$ cat src/rtl/hazard_tracker.sv
// Scoreboard-based stall/forward unit: tracks in-flight producers (dst, remaining Tnew)
// down NSTAGE post-decode stages and resolves D-stage source hazards against them.
module hazard_tracker #(
    parameter int NSTAGE = 3,
    parameter int TW     = 2,
    parameter int RW     = 5,
    parameter int SW     = 2,
    parameter int CW     = 16
) (
    input  logic          clk,
    input  logic          rst_n,
    input  logic          valid_d,
    input  logic [RW-1:0] rs_d,
    input  logic [RW-1:0] rt_d,
    input  logic          use_rs_d,
    input  logic          use_rt_d,
    input  logic [TW-1:0] tuse_rs_d,
    input  logic [TW-1:0] tuse_rt_d,
    input  logic          wr_d,
    input  logic [RW-1:0] dst_d,
    input  logic [TW-1:0] tnew_d,
    input  logic          flush_e,
    output logic          stall,
    output logic [SW-1:0] fwd_sel_rs,
    output logic [SW-1:0] fwd_sel_rt,
    output logic [CW-1:0] stall_cnt
);

    logic [NSTAGE:1] v_r;
    logic [RW-1:0]   dst_r [1:NSTAGE];
    logic [TW-1:0]   tn_r  [1:NSTAGE];

    logic [NSTAGE:1] match_rs_s;
    logic [NSTAGE:1] match_rt_s;
    logic [SW-1:0]   k_rs_s;
    logic [SW-1:0]   k_rt_s;
    logic [TW-1:0]   tn_rs_s;
    logic [TW-1:0]   tn_rt_s;
    logic            hit_rs_s;
    logic            hit_rt_s;
    logic            load_s;

    // Nearest-match search: scanning oldest to youngest lets the youngest match win.
    always_comb begin
        k_rs_s  = {SW{1'b0}};
        k_rt_s  = {SW{1'b0}};
        tn_rs_s = {TW{1'b0}};
        tn_rt_s = {TW{1'b0}};
        for (int k = NSTAGE; k >= 1; k--) begin
            match_rs_s[k] = v_r[k] && (dst_r[k] == rs_d) && (rs_d != {RW{1'b0}}) && use_rs_d && valid_d;
            match_rt_s[k] = v_r[k] && (dst_r[k] == rt_d) && (rt_d != {RW{1'b0}}) && use_rt_d && valid_d;
            k_rs_s  = match_rs_s[k] ? SW'(k) : k_rs_s;
            tn_rs_s = match_rs_s[k] ? tn_r[k] : tn_rs_s;
            k_rt_s  = match_rt_s[k] ? SW'(k) : k_rt_s;
            tn_rt_s = match_rt_s[k] ? tn_r[k] : tn_rt_s;
        end
        hit_rs_s = |match_rs_s;
        hit_rt_s = |match_rt_s;
    end

    // Hazard resolution and forwarding select, same-cycle with the D inputs.
    always_comb begin
        stall      = (hit_rs_s && (tn_rs_s > tuse_rs_d)) || (hit_rt_s && (tn_rt_s > tuse_rt_d));
        fwd_sel_rs = (hit_rs_s && (tn_rs_s == {TW{1'b0}})) ? k_rs_s : {SW{1'b0}};
        fwd_sel_rt = (hit_rt_s && (tn_rt_s == {TW{1'b0}})) ? k_rt_s : {SW{1'b0}};
        load_s     = !stall && !flush_e && valid_d && wr_d && (dst_d != {RW{1'b0}});
    end

    // Scoreboard shift: stage 1 takes the issuing producer or a bubble, older stages age.
    always_ff @(posedge clk or negedge rst_n) begin
        if (!rst_n) begin
            v_r <= {NSTAGE{1'b0}};
            for (int k = 1; k <= NSTAGE; k++) begin
                dst_r[k] <= {RW{1'b0}};
                tn_r[k]  <= {TW{1'b0}};
            end
        end else begin
            v_r[1]   <= load_s;
            dst_r[1] <= dst_d;
            tn_r[1]  <= tnew_d;
            for (int k = 1; k < NSTAGE; k++) begin
                v_r[k+1]   <= v_r[k];
                dst_r[k+1] <= dst_r[k];
                tn_r[k+1]  <= (tn_r[k] == {TW{1'b0}}) ? {TW{1'b0}} : tn_r[k] - TW'(1);
            end
        end
    end

    // Saturating count of stalled cycles.
    always_ff @(posedge clk or negedge rst_n) begin
        if (!rst_n) begin
            stall_cnt <= {CW{1'b0}};
        end else if (stall && (stall_cnt != {CW{1'b1}})) begin
            stall_cnt <= stall_cnt + CW'(1);
        end else begin
            stall_cnt <= stall_cnt;
        end
    end

endmodule

$ cat config.mk
export PLATFORM = sky130hd
export DESIGN_NAME = hazard_tracker
export DESIGN_NICKNAME = d
export VERILOG_FILES = /design/src/rtl/hazard_tracker.sv
export SDC_FILE = /design/constraint.sdc
export NUM_CORES = 1
export LEC_CHECK = 0
export BUFFER_PORTS_ARGS = -buffer_cell sky130_fd_sc_hd__buf_4
export CORE_MARGIN = 5
export CORE_UTILIZATION = 45
export CTS_CLUSTER_DIAMETER = 200
export CTS_CLUSTER_SIZE = 40
export DETAILED_ROUTE_END_ITERATION = 6
export PLACE_DENSITY_LB_ADDON = 0.05
export SETUP_SLACK_MARGIN = 0.15
export SLEW_MARGIN = 20
export SYNTH_ARGS = -nofsm -noshare
export SYNTH_HDL_FRONTEND = slang
export SYNTH_SLANG_ARGS = --single-unit
$ cat constraint.sdc
create_clock -name clk -period 4.8 [get_ports clk]
set_input_delay 0.48 -clock clk [delete_from_list [all_inputs] [get_ports clk]]
set_output_delay 0.48 -clock clk [all_outputs]
set_load 0.02 [all_outputs]
## Word level (Yosys, flattened, before mapping)

Index checks and enable logic that the tools add are counted.

| operators by class | value |
|---|---|
| add/subtract/negate cells | 3 |
| equality and inequality tests | 7 |
| multiplexer cells | 16 |
| bitwise operators | 0 |
| reductions and logical operators | 45 |
| shift operators | 0 |
| order comparisons | 2 |
| $mul | 0 |
| div/mod/pow operators | 0 |

Operator list:

| operator | count |
|---|---|
| 1-bit logical AND | 33 |
| 2-bit 2-to-1 mux | 16 |
| 5-bit == test | 6 |
| 16-bit by 1-bit adder with 16-bit output (second input constant) | 1 |
| 16-bit inequality test (second input constant) | 1 |
| 5-bit nonzero test | 3 |
| 2-bit logical NOT | 4 |
| 3-bit OR reduction | 2 |
| 2-bit > comparator | 2 |
| 2-bit by 1-bit subtractor with 2-bit output (second input constant) | 2 |
| 1-bit logical NOT | 2 |
| 1-bit logical OR | 1 |

| storage, ports and cells | value |
|---|---|
| flip-flop bits (word level) | 40 |
| memories kept | 0 |
| memory bits (writable) | 0 |
| input bits | 28 |
| bits in latches | 0 |
| logic and storage cells | 81 |
| ROM bits | 0 |

## Logic depth before layout (Yosys ltp)

Gate-level depths: netlist (run 1).

| logic depth | value |
|---|---|
| depth in word-level cells | 16 |
| mapped depth | 15 |
| mapped depth without buffers | 15 |

## Least setup slack after synthesis (run 1)

Ideal clock, no wire load.

| path | value |
|---|---|
| kind | input to output |
| from | input port rt_d[0] |
| to | output port stall |
| path slack | 1.542 ns |
| required time | 4.320 ns |
| stages on the path | 11 |
| arrival time | 2.778 ns |
| path through | or4_1 o211ai_2 nor3_2 nor2b_4 a22oi_1 o21ai_0 inv_1 ha_1 a21oi_1 o31ai_1 o21ai_1 |

| on the way | value |
|---|---|
| longest elaborated chain between the ends | 11 |
| elaborated cells on any way between the ends | 23 |
| those cells by class | order compare: 1; eq/ne: 3; mux: 3; reduce/logical: 16 |

Ends and longest elaborated chain:

| what | line | text |
|---|---|---|
| from (decl) | 14 | `input logic [RW-1:0] rt_d,` |
| 5-bit == test | 51 | `match_rt_s[k] = v_r[k] && (dst_r[k] == rt_d) && (rt_d != {RW{1'b0}}) && use_rt_d && valid_d;` |
| 1-bit logical AND (4 in a row) | 51 |  |
| 2-bit 2-to-1 mux (3 in a row) | 55 | `tn_rt_s = match_rt_s[k] ? tn_r[k] : tn_rt_s;` |
| 2-bit > comparator | 63 | `stall = (hit_rs_s && (tn_rs_s > tuse_rs_d)) \|\| (hit_rt_s && (tn_rt_s > tuse_rt_d));` |
| 1-bit logical AND (*) | 63 |  |
| 1-bit logical OR (*) | 63 |  |
| to (decl) | 23 | `output logic stall,` |

Every way passes the cells marked *; elsewhere a longest branch is shown, timed or not.

## Final worst setup path (run 1)

| path | value |
|---|---|
| from | register dst_r[1] (netlist bit) |
| to | output port stall |

| on the way | value |
|---|---|
| longest elaborated chain between the ends | 11 |
| elaborated cells on any way between the ends | 23 |
| those cells by class | order compare: 2; eq/ne: 2; mux: 6; reduce/logical: 13 |

Ends and longest elaborated chain:

| what | line | text |
|---|---|---|
| from (decl) | 30 | `logic [RW-1:0] dst_r [1:NSTAGE];` |
| from (signal, indexed assignment) | 74 | `dst_r[k] <= {RW{1'b0}};` |
| from (signal, indexed assignment) | 83 | `dst_r[k+1] <= dst_r[k];` |
| 5-bit == test, on equally long branches | 50, 51 |  |
| 1-bit logical AND, on equally long branches (4 in a row) | 50, 51 |  |
| 2-bit 2-to-1 mux, on equally long branches (3 in a row) | 53, 55 |  |
| 2-bit > comparator | 63 |  |
| 1-bit logical AND | 63 |  |
| 1-bit logical OR (*) | 63 |  |

Marked as above.

==> impl_metrics.csv, run 1 <==
group,metric,value,unit
status,outcome,"finished clean",
synthesis,synth-edff-count,0,
synthesis,synthCells,189,
floorplan,rows,25,
detailed_routing,drc,0,
detailed_routing,drtPass1Iterations,5,
clock_network,cts_max_path_buffers,2,
power_and_ir_drop,leakage,1.10,nW
power_and_ir_drop,powerDensity,246,nW/um^2
placement,dp_slack,0.893,ns
global_route,grt_antenna_before_repair,0,
clock_network,cts-root-buf,"clkbuf_8",
final_layout,fin_area,2620,um^2
synthesis,yosysSeqAreaShare,0.473,
global_route,overflow,0,
power_and_ir_drop,irDropWorstVdd,165,uV
floorplan,dieWidth,78.6,um
floorplan,die_area,6170,um^2
clock_network,cts_hold_buffers,0,
global_route,first_global_vias,1597,
timing,fin_crit_sh,0.833,
placement,dp_hpwl,3550,um
job,cap_violations,0,
synthesis,synth_top_area_frac,0.473,
detailed_routing,via_per_inst,5.31,
timing,setup_viol,0,
floorplan,fp.dieH,78.6,um
timing,timing.hold.ws,0.152,ns
floorplan,io_pins,49,
clock_network,clk_latency,0.29,ns
final_layout,final_core_util,0.567,
timing,hold_violations,0,
clock_network,clkTransAtPathRegs,0.08,ns
timing,min_period,4.00,ns
timing,rsz0062_at_grt,"no",
setup_path,crit_type,"flip-flop to output pin",
setup_path,crit_arrival,3.52,ns
clock_network,clock_sinks,40,
timing,fin_tns_setup,0,ns
synthesis,syn_nets,222,
setup_path,startpoint_type,"flip-flop",
detailed_routing,via_count,1582,
global_route,grt_pass1_wl,7420,um
timing,fin_ws,0.801,ns
floorplan,core,4630,um^2
synthesis,synthTopCellsByArea,"dfrtp_1, xnor2_1, nand2_1, ha_1, nand4_1",
detailed_routing,wl,4500,um
timing,slew_viol_final,0,
synthesis,yosys-top-cells-count,"xnor2_1, dfrtp_1, nand2_1",
synthesis,syn_area_per_cell,11.2,um^2
timing,fmax,0.250,GHz
detailed_routing,wire_per_inst,15.1,um
setup_path,required,4.32,ns
floorplan,initial_core_util,0.457,
clock_network,post_cts_resized,0,
setup_path,path_max_fanout,4,
final_layout,nFillCells,430,
synthesis,synthFlopType,"dfrtp_1",
setup_path,end_kind,"output pin",
detailed_routing,ant_nets,0,
final_layout,drive_gt1_frac,0.287,
synthesis,synth_most_common_cell,"xnor2_1",
global_route,groute.usage.overall,0.154,
final_layout,diodes,0,
synthesis,ys_seq_elements,40,
synthesis,synthDistinctLibCells,39,
timing,clock_skew,0.00919,ns
synthesis,syn_area,2110,um^2
clock_network,cts_made_buffers,5,
synthesis,yosys_warnings,0,
clock_network,cts_tree,"built",
placement,place_area,2540,um^2
placement,numPortBuffers,48,
clock_network,cts_max_level,2,
detailed_routing,drt_iter0_drc,52,
timing,relSlewSlack,0.537,
placement,gp_congestion,0.811,
final_layout,area_growth,24.1,%
final_layout,num-nets-final,277,
timing,worstMarginPinSlew,0.689,ns
global_route,grt_max_degree,41,
worst_hold_path,hold_path_class,"input port to asynchronous set/reset pin",
clock_network,post_cts_buffers,0,
synthesis,synth_area_leader_cell,"dfrtp_1",
synthesis,synthArstFlopShare,1.00,
## registers in the layout, indices dropped and copies added, names as in the netlist
register / cells
v_r: 3
dst_r: 15
stall_cnt: 16
tn_r: 6
## per-layer routing
layer	vias to the layer above	track usage	share of wire
li1	778	-	-
met3	7	0.0493	0.051
met5	-	0	0
met2	39	0.265	0.50
met4	0	0.0472	0.014
met1	758	0.184	0.43
## layout by cell type (no fill, tap or decap), types with 3 or more instances in the layout
cell,synthesis,final
nand3_1,9,9
nor2_1,9,9
o21ai_1,3,3
inv_1,5,5
nand4_1,9,9
nor2b_1,3,3
xnor2_1,42,42
dfrtp_1,40,40
buf_4,0,48
ha_1,5,5
a22oi_1,3,3
nor3_1,3,3
clkbuf_8,0,5
nand2_1,18,18
nor3_2,5,5
a21oi_1,4,4
## logic make-up after synthesis
logic type	after synthesis	synth area share
DFF	40	0.473
xor gates and xnor gates	44	0.182
muxes	2	0.0118
buffers and inverters	5	0.00888
and+or+nand+nor	71	0.201
AOI/OAI and AO/OA	22	0.0935
adders and majority gates	5	0.0296
## metrics by stage
stage               power, mW  std cells
finish                  0.645        298
global route            0.681        298
CTS                     0.654        298
detailed placement      0.438        291
global placement        0.436        291
floorplan               0.397        189
## final timing paths
check	cells past startpoint	start	end	slack, ns
setup reg to reg	13	dst_r[1]	stall_cnt[5]	1.31
hold / removal	1	rst_n	stall_cnt[6]	0.15
min in group clk	1	tnew_d[0]	tn_r[4]	0.29
hold reg to reg	0	v_r[2]	v_r[3]	0.41
max in group asynchronous	1	rst_n	stall_cnt[2]	4.29
setup / recovery	12	dst_r[1]	stall	0.80
## worst max-delay path: stages, from the launching register on
cell and delay, ns:
dfrtp_1 0.41, xnor2_1 0.17, nand4_1 0.15, nor3_1 0.60
nor2b_4 0.29, a22oi_1 0.07, o21ai_0 0.29, inv_1 0.08
ha_1 0.28, a21oi_1 0.30, o31ai_1 0.12, o21ai_1 0.25
buf_4 0.22
## where the power goes
part	total, mW	internal, mW	switching [mW]
sequential	0.358	0.347	0.0111
clock	0.215	0.0984	0.116
combinational	0.0720	0.0380	0.0340
## final cells by class
class	count	area [um^2]	area share
Inverter	5	18.8	0.00715
Multi-Input combinational cell	144	1090	0.417
Tap cell	54	67.6	0.0258
Sequential cell	40	1000	0.381
Clock buffer	5	68.8	0.0262
Clock inverter	2	12.5	0.00477
Timing Repair Buffer	48	360	0.137
No activity file was read; power rests on OpenSTA's default activity.
==> run 2: changes to the inputs <==
==> constraint.sdc (replaced) <==
create_clock -name clk -period 4 [get_ports clk]
set_input_delay 0.4 -clock clk [delete_from_list [all_inputs] [get_ports clk]]
set_output_delay 0.4 -clock clk [all_outputs]
set_load 0.02 [all_outputs]
==> impl_metrics.csv, run 2 (synthesis gave the netlist of run 1 again) <==
group,metric,value,unit
detailed_routing,drtPass1Iterations,4,
final_layout,multi_input_area,1110,um^2
setup_path,cp_num_buf_inv,3,
power_and_ir_drop,pwr-share-seq,0.477,
final_layout,layout_commonest_cell,"buf_4",
detailed_routing,drt_iter0_drc,25,
placement,numPortBuffers,48,
clock_network,cts-root-buf,"clkbuf_8",
clock_network,clkTransAtPathRegs,0.08,ns
timing,fin_ws,0.382,ns
timing,rsz0062_at_grt,"no",
final_layout,seq_area,1000,um^2
setup_path,crit_family,"compound AO/OA/AOI/OAI gates",
clock_network,cts_max_path_buffers,2,
detailed_routing,wire_per_inst,15.6,um
status,outcome,"finished clean",
final_layout,final_core_util,0.581,
final_layout,nFillCells,413,
floorplan,die_area,6170,um^2
detailed_routing,ant_nets,0,
final_layout,drive_gt1_frac,0.291,
floorplan,io_pins,49,
clock_network,post_cts_buffers,0,
timing,worstMarginPinSlew,0.663,ns
placement,place_inst,291,
final_layout,num-nets-final,277,
clock_network,cts_made_buffers,5,
final_layout,final_cells,298,
job,cap_violations,0,
final_layout,final_cell_mix,"buf_4, xnor2_1, dfrtp_1",
clock_network,cts_max_level,2,
clock_network,clock_sinks,40,
floorplan,rows,25,
floorplan,core,4630,um^2
timing,hold_violations,0,
detailed_routing,via_count,1601,
setup_path,path_cells,"buf_4 -> or4_1 -> o211ai_2 -> nor3_4 -> nor2b_4 -> a22oi_1 -> o21ai_1 -> inv_1 -> ha_1 -> a21oi_1 -> o31ai_1 -> o21ai_1 -> buf_4",
setup_path,path_max_fanout,6,
setup_path,crit_type,"input port to output pin",
power_and_ir_drop,irDropWorstVdd,193,uV
timing,clock_skew,0.00359,ns
setup_path,cpPeakStageDelay,0.54,ns
global_route,first_global_vias,1636,
setup_path,cpMaxStageDelayCell,"or4_1",
power_and_ir_drop,leakage,1.15,nW
detailed_routing,via_per_inst,5.37,
worst_hold_path,hold_path_class,"input port to asynchronous set/reset pin",
final_layout,diodes,0,
setup_path,end_kind,"output pin",
setup_path,startpoint_type,"input port",
global_route,grt_max_degree,41,
floorplan,initial_core_util,0.457,
power_and_ir_drop,swShare,0.215,
setup_path,required,3.60,ns
timing,min_period,3.62,ns
timing,setup_viol,0,
detailed_routing,wl,4660,um
power_and_ir_drop,p_sw,0.194,mW
placement,dp_hpwl,3600,um
final_layout,registers.top_by_ff_count,"stall_cnt",
timing,slew_viol_final,0,
floorplan,fp.dieH,78.6,um
final_layout,reg_top3,"stall_cnt: 16 flops, dst_r: 15 flops, tn_r: 6 flops",
clock_network,clk_latency,0.29,ns
power_and_ir_drop,combPwrFrac,0.097,
timing,fin_crit_sh,0.905,
timing,timing.hold.ws,0.0682,ns
global_route,grt_antenna_before_repair,0,
global_route,grt_pass1_wl,7490,um
power_and_ir_drop,power.share.clock,0.426,
timing,fin_tns_setup,0,ns
final_layout,area_growth,27.2,%
timing,fmax,0.276,GHz
placement,gp_congestion,0.863,
global_route,overflow,0,
placement,place_area,2540,um^2
clock_network,cts_tree,"built",
power_and_ir_drop,powerDensity,335,nW/um^2
final_layout,largest_reg_flops,16,
power_and_ir_drop,power.internal,0.708,mW
placement,dp_slack,0.292,ns
timing,relSlewSlack,0.552,
floorplan,dieWidth,78.6,um
final_layout,fin_area,2690,um^2
setup_path,crit_arrival,3.22,ns
detailed_routing,drc,0,
power_and_ir_drop,power,0.902,mW
global_route,groute.usage.overall,0.157,
==> run 2: cell types whose count changed in the layout (fill, tap and decap cells not counted), sizes merged <==
cell,change
bufinv,+2
clkinv,-1
clkinvlp,-1
==> run 2: worst paths after layout <==
| path | startpoint | end | slack, ns | depth (start not counted) |
|---|---|---|---|---|
| hold / removal | rst_n | stall_cnt[6] | 0.07 | 1 |
| setup / recovery | rt_d[0] | stall | 0.38 | 13 |
| max in group asynchronous | rst_n | tn_r[2] | 3.58 | 1 |
| min in group clk | tnew_d[0] | tn_r[4] | 0.22 | 1 |
| setup reg to reg | dst_r[8] | stall_cnt[5] | 0.68 | 14 |
| hold reg to reg | v_r[1] | v_r[2] | 0.41 | 0 |
==> run 2: final cells by class <==
type,count,area share
multi-input cells,144,0.414
flip-flops and latches,40,0.372
repair buffers,48,0.134
clock buffers,5,0.0256
well taps,54,0.0251
clock inverters,2,0.0223
inverters,5,0.00698
==> run 2: repair_timing <==
action,4_1_cts,5_1_grt
endpoints found under the setup margin,1,1
resized for setup,1,3
hold buffers,0,0
gates cloned,0,0
==> run 2: worst register-to-register path: stages, from the launching register on <==
cell and delay, ns:
dfrtp_1 0.43, xnor2_1 0.20, nand4_1 0.14, nor3_2 0.51, nor2b_4 0.09, a22oi_1 0.16, o21ai_1 0.13, ha_1 0.34
nor2b_1 0.12, o21ai_0 0.11, a41oi_1 0.27, o31ai_4 0.14, a21oi_1 0.29, nand3_1 0.13, xnor2_1 0.14
==> run 2: routing by layer <==
layer	vias to the layer above	share of wire	global-route usage
met5	-	0	0
met3	9	0.049	0.0436
met2	39	0.52	0.275
li1	778	-	-
met4	0	0.020	0.0559
met1	775	0.41	0.183
==> run 2: power by group through the flow <==
| stage | combinational, mW | sequential (mW) | clock [mW] |
|---|---|---|---|
| detailed placement | 0.0867 | 0.438 | 0 |
| finish | 0.0875 | 0.430 | 0.384 |
| global route | 0.0965 | 0.432 | 0.416 |
| CTS | 0.0881 | 0.430 | 0.395 |
| global placement | 0.0859 | 0.438 | 0 |
| floorplan | 0.0405 | 0.436 | 0 |
==> run 3: changes to the inputs <==
--- a/config.mk
+++ b/config.mk
@@ -11,6 +11,7 @@
 export CTS_CLUSTER_DIAMETER = 200
 export CTS_CLUSTER_SIZE = 40
 export DETAILED_ROUTE_END_ITERATION = 6
+export MAX_ROUTING_LAYER = met4
 export PLACE_DENSITY_LB_ADDON = 0.05
 export SETUP_SLACK_MARGIN = 0.15
 export SLEW_MARGIN = 20
==> impl_metrics.csv, run 3 (synthesis gave the netlist of run 1 again) <==
group,metric,value,unit
detailed_routing,route.met2.wl,2420,um
setup_path,path_cells,"buf_4 -> or4_1 -> o211ai_2 -> nor3_4 -> nor2b_4 -> a22oi_1 -> o21ai_1 -> inv_1 -> ha_1 -> a21oi_1 -> o31ai_1 -> o21ai_1 -> buf_4",
global_route,grt_max_degree,41,
timing,hold_violations,0,
timing,slew_viol_final,0,
clock_network,post_cts_buffers,0,
timing,fin_crit_sh,0.905,
clock_network,clk_latency,0.29,ns
floorplan,io_pins,49,
global_route,grt_pass1_wl,7490,um
floorplan,fp.dieH,78.6,um
final_layout,registers.top_by_ff_count,"stall_cnt",
setup_path,crit_type,"input port to output pin",
setup_path,crit_family,"compound AO/OA/AOI/OAI gates",
timing,fin_tns_setup,0,ns
power_and_ir_drop,powerDensity,336,nW/um^2
power_and_ir_drop,leakage,1.15,nW
placement,place_inst,291,
global_route,grt_antenna_before_repair,0,
setup_path,cpMaxStageDelayCell,"or4_1",
final_layout,reg_top3,"stall_cnt: 16 flops, dst_r: 15 flops, tn_r: 6 flops",
global_route,first_global_vias,1636,
detailed_routing,ant_nets,0,
clock_network,cts_made_buffers,5,
final_layout,largest_reg_flops,16,
floorplan,die_area,6170,um^2
clock_network,cts_max_path_buffers,2,
clock_network,cts-root-buf,"clkbuf_8",
clock_network,clock_sinks,40,
detailed_routing,wl_met3,225,um
clock_network,cts_tree,"built",
setup_path,cpPeakStageDelay,0.54,ns
final_layout,final_cells,298,
detailed_routing,drt_iter0_drc,25,
status,outcome,"finished clean",
floorplan,core,4630,um^2
setup_path,startpoint_type,"input port",
clock_network,cts_hold_buffers,0,
placement,numPortBuffers,48,
floorplan,rows,25,
detailed_routing,wire_per_inst,15.6,um
timing,relSlewSlack,0.552,
final_layout,final_cell_mix,"buf_4, xnor2_1, dfrtp_1",
setup_path,end_kind,"output pin",
global_route,overflow,0,
job,cap_violations,0,
placement,dp_hpwl,3600,um
detailed_routing,via_count,1603,
floorplan,dieWidth,78.6,um
final_layout,diodes,0,
setup_path,required,3.60,ns
detailed_routing,drtPass1Iterations,4,
final_layout,area_growth,27.2,%
timing,rsz0062_at_grt,"no",
final_layout,nFillCells,413,
final_layout,num-nets-final,277,
detailed_routing,wirelength_met1,1920,um
global_route,groute.usage.overall,0.162,
setup_path,path_max_fanout,6,
setup_path,crit_arrival,3.22,ns
power_and_ir_drop,irDropWorstVdd,193,uV
final_layout,layout_commonest_cell,"buf_4",
clock_network,clkTransAtPathRegs,0.08,ns
timing,fmax,0.276,GHz
placement,gp_congestion,0.877,
final_layout,drive_gt1_frac,0.291,
floorplan,initial_core_util,0.457,
detailed_routing,drc,0,
detailed_routing,via_per_inst,5.38,
setup_path,cp_num_buf_inv,3,
detailed_routing,wl,4660,um
detailed_routing,top_layer_used,"met4",
timing,min_period,3.62,ns
setup_path,r2r_slack,0.68,ns
timing,clock_skew,0.00337,ns
timing,setup_viol,0,
timing,worstMarginPinSlew,0.663,ns
worst_hold_path,hold_path_class,"input port to asynchronous set/reset pin",
clock_network,cts_max_level,2,
[run 3: layout make-up]
type | count | area, um^2 | share of cell area
sequential | 40 | 1000 | 0.372
clock inverter | 2 | 60.1 | 0.0223
multi-input combinational | 144 | 1110 | 0.414
tap | 54 | 67.6 | 0.0251
inverter | 5 | 18.8 | 0.00698
clock buffer | 5 | 68.8 | 0.0256
timing repair buffer | 48 | 360 | 0.134
[run 3: through the flow]
stage / setup WS [ns] / hold slack, ns / area [um^2] / power [mW] / utilization
floorplan: 0.836 / 0.104 / 2110 / 0.477 / -
global route: 0.222 / 0.100 / 2690 / 0.945 / 0.581
detailed placement: 0.292 / 0.397 / 2540 / 0.525 / 0.549
CTS: 0.245 / 0.0827 / 2680 / 0.914 / 0.578
global placement: 0.297 / 0.383 / 2540 / 0.524 / 0.549
finish: 0.382 / 0.0682 / 2690 / 0.902 / 0.581
[run 3: final timing paths]
path	startpoint	endpoint	cells after the start
max	rt_d[0]	stall	13
min	rst_n	stall_cnt[6]	1
max reg2reg	dst_r[8]	stall_cnt[5]	14
min reg2reg	v_r[1]	v_r[2]	0
max in group asynchronous	rst_n	tn_r[2]	1
min in group clk	tnew_d[0]	tn_r[4]	1
[run 3: report_power, final]
group / leakage [nW] / switching (mW) / internal (mW)
sequential: 0.515 / 0.0136 / 0.417
combinational: 0.567 / 0.0419 / 0.0456
clock: 0.0642 / 0.139 / 0.246
[run 3: per-layer routing]
layer  vias to the layer above  global-route usage
li1                        778                   -
met1                       775               0.185
met3                         9              0.0413
met4                         0              0.0559
met5                         -                   -
met2                        41               0.275
[run 3: repair_timing]
item | CTS | global route
endpoints found under the hold margin | 0 | 0
gates resized for setup | 1 | 3
endpoints found under the setup margin | 1 | 1
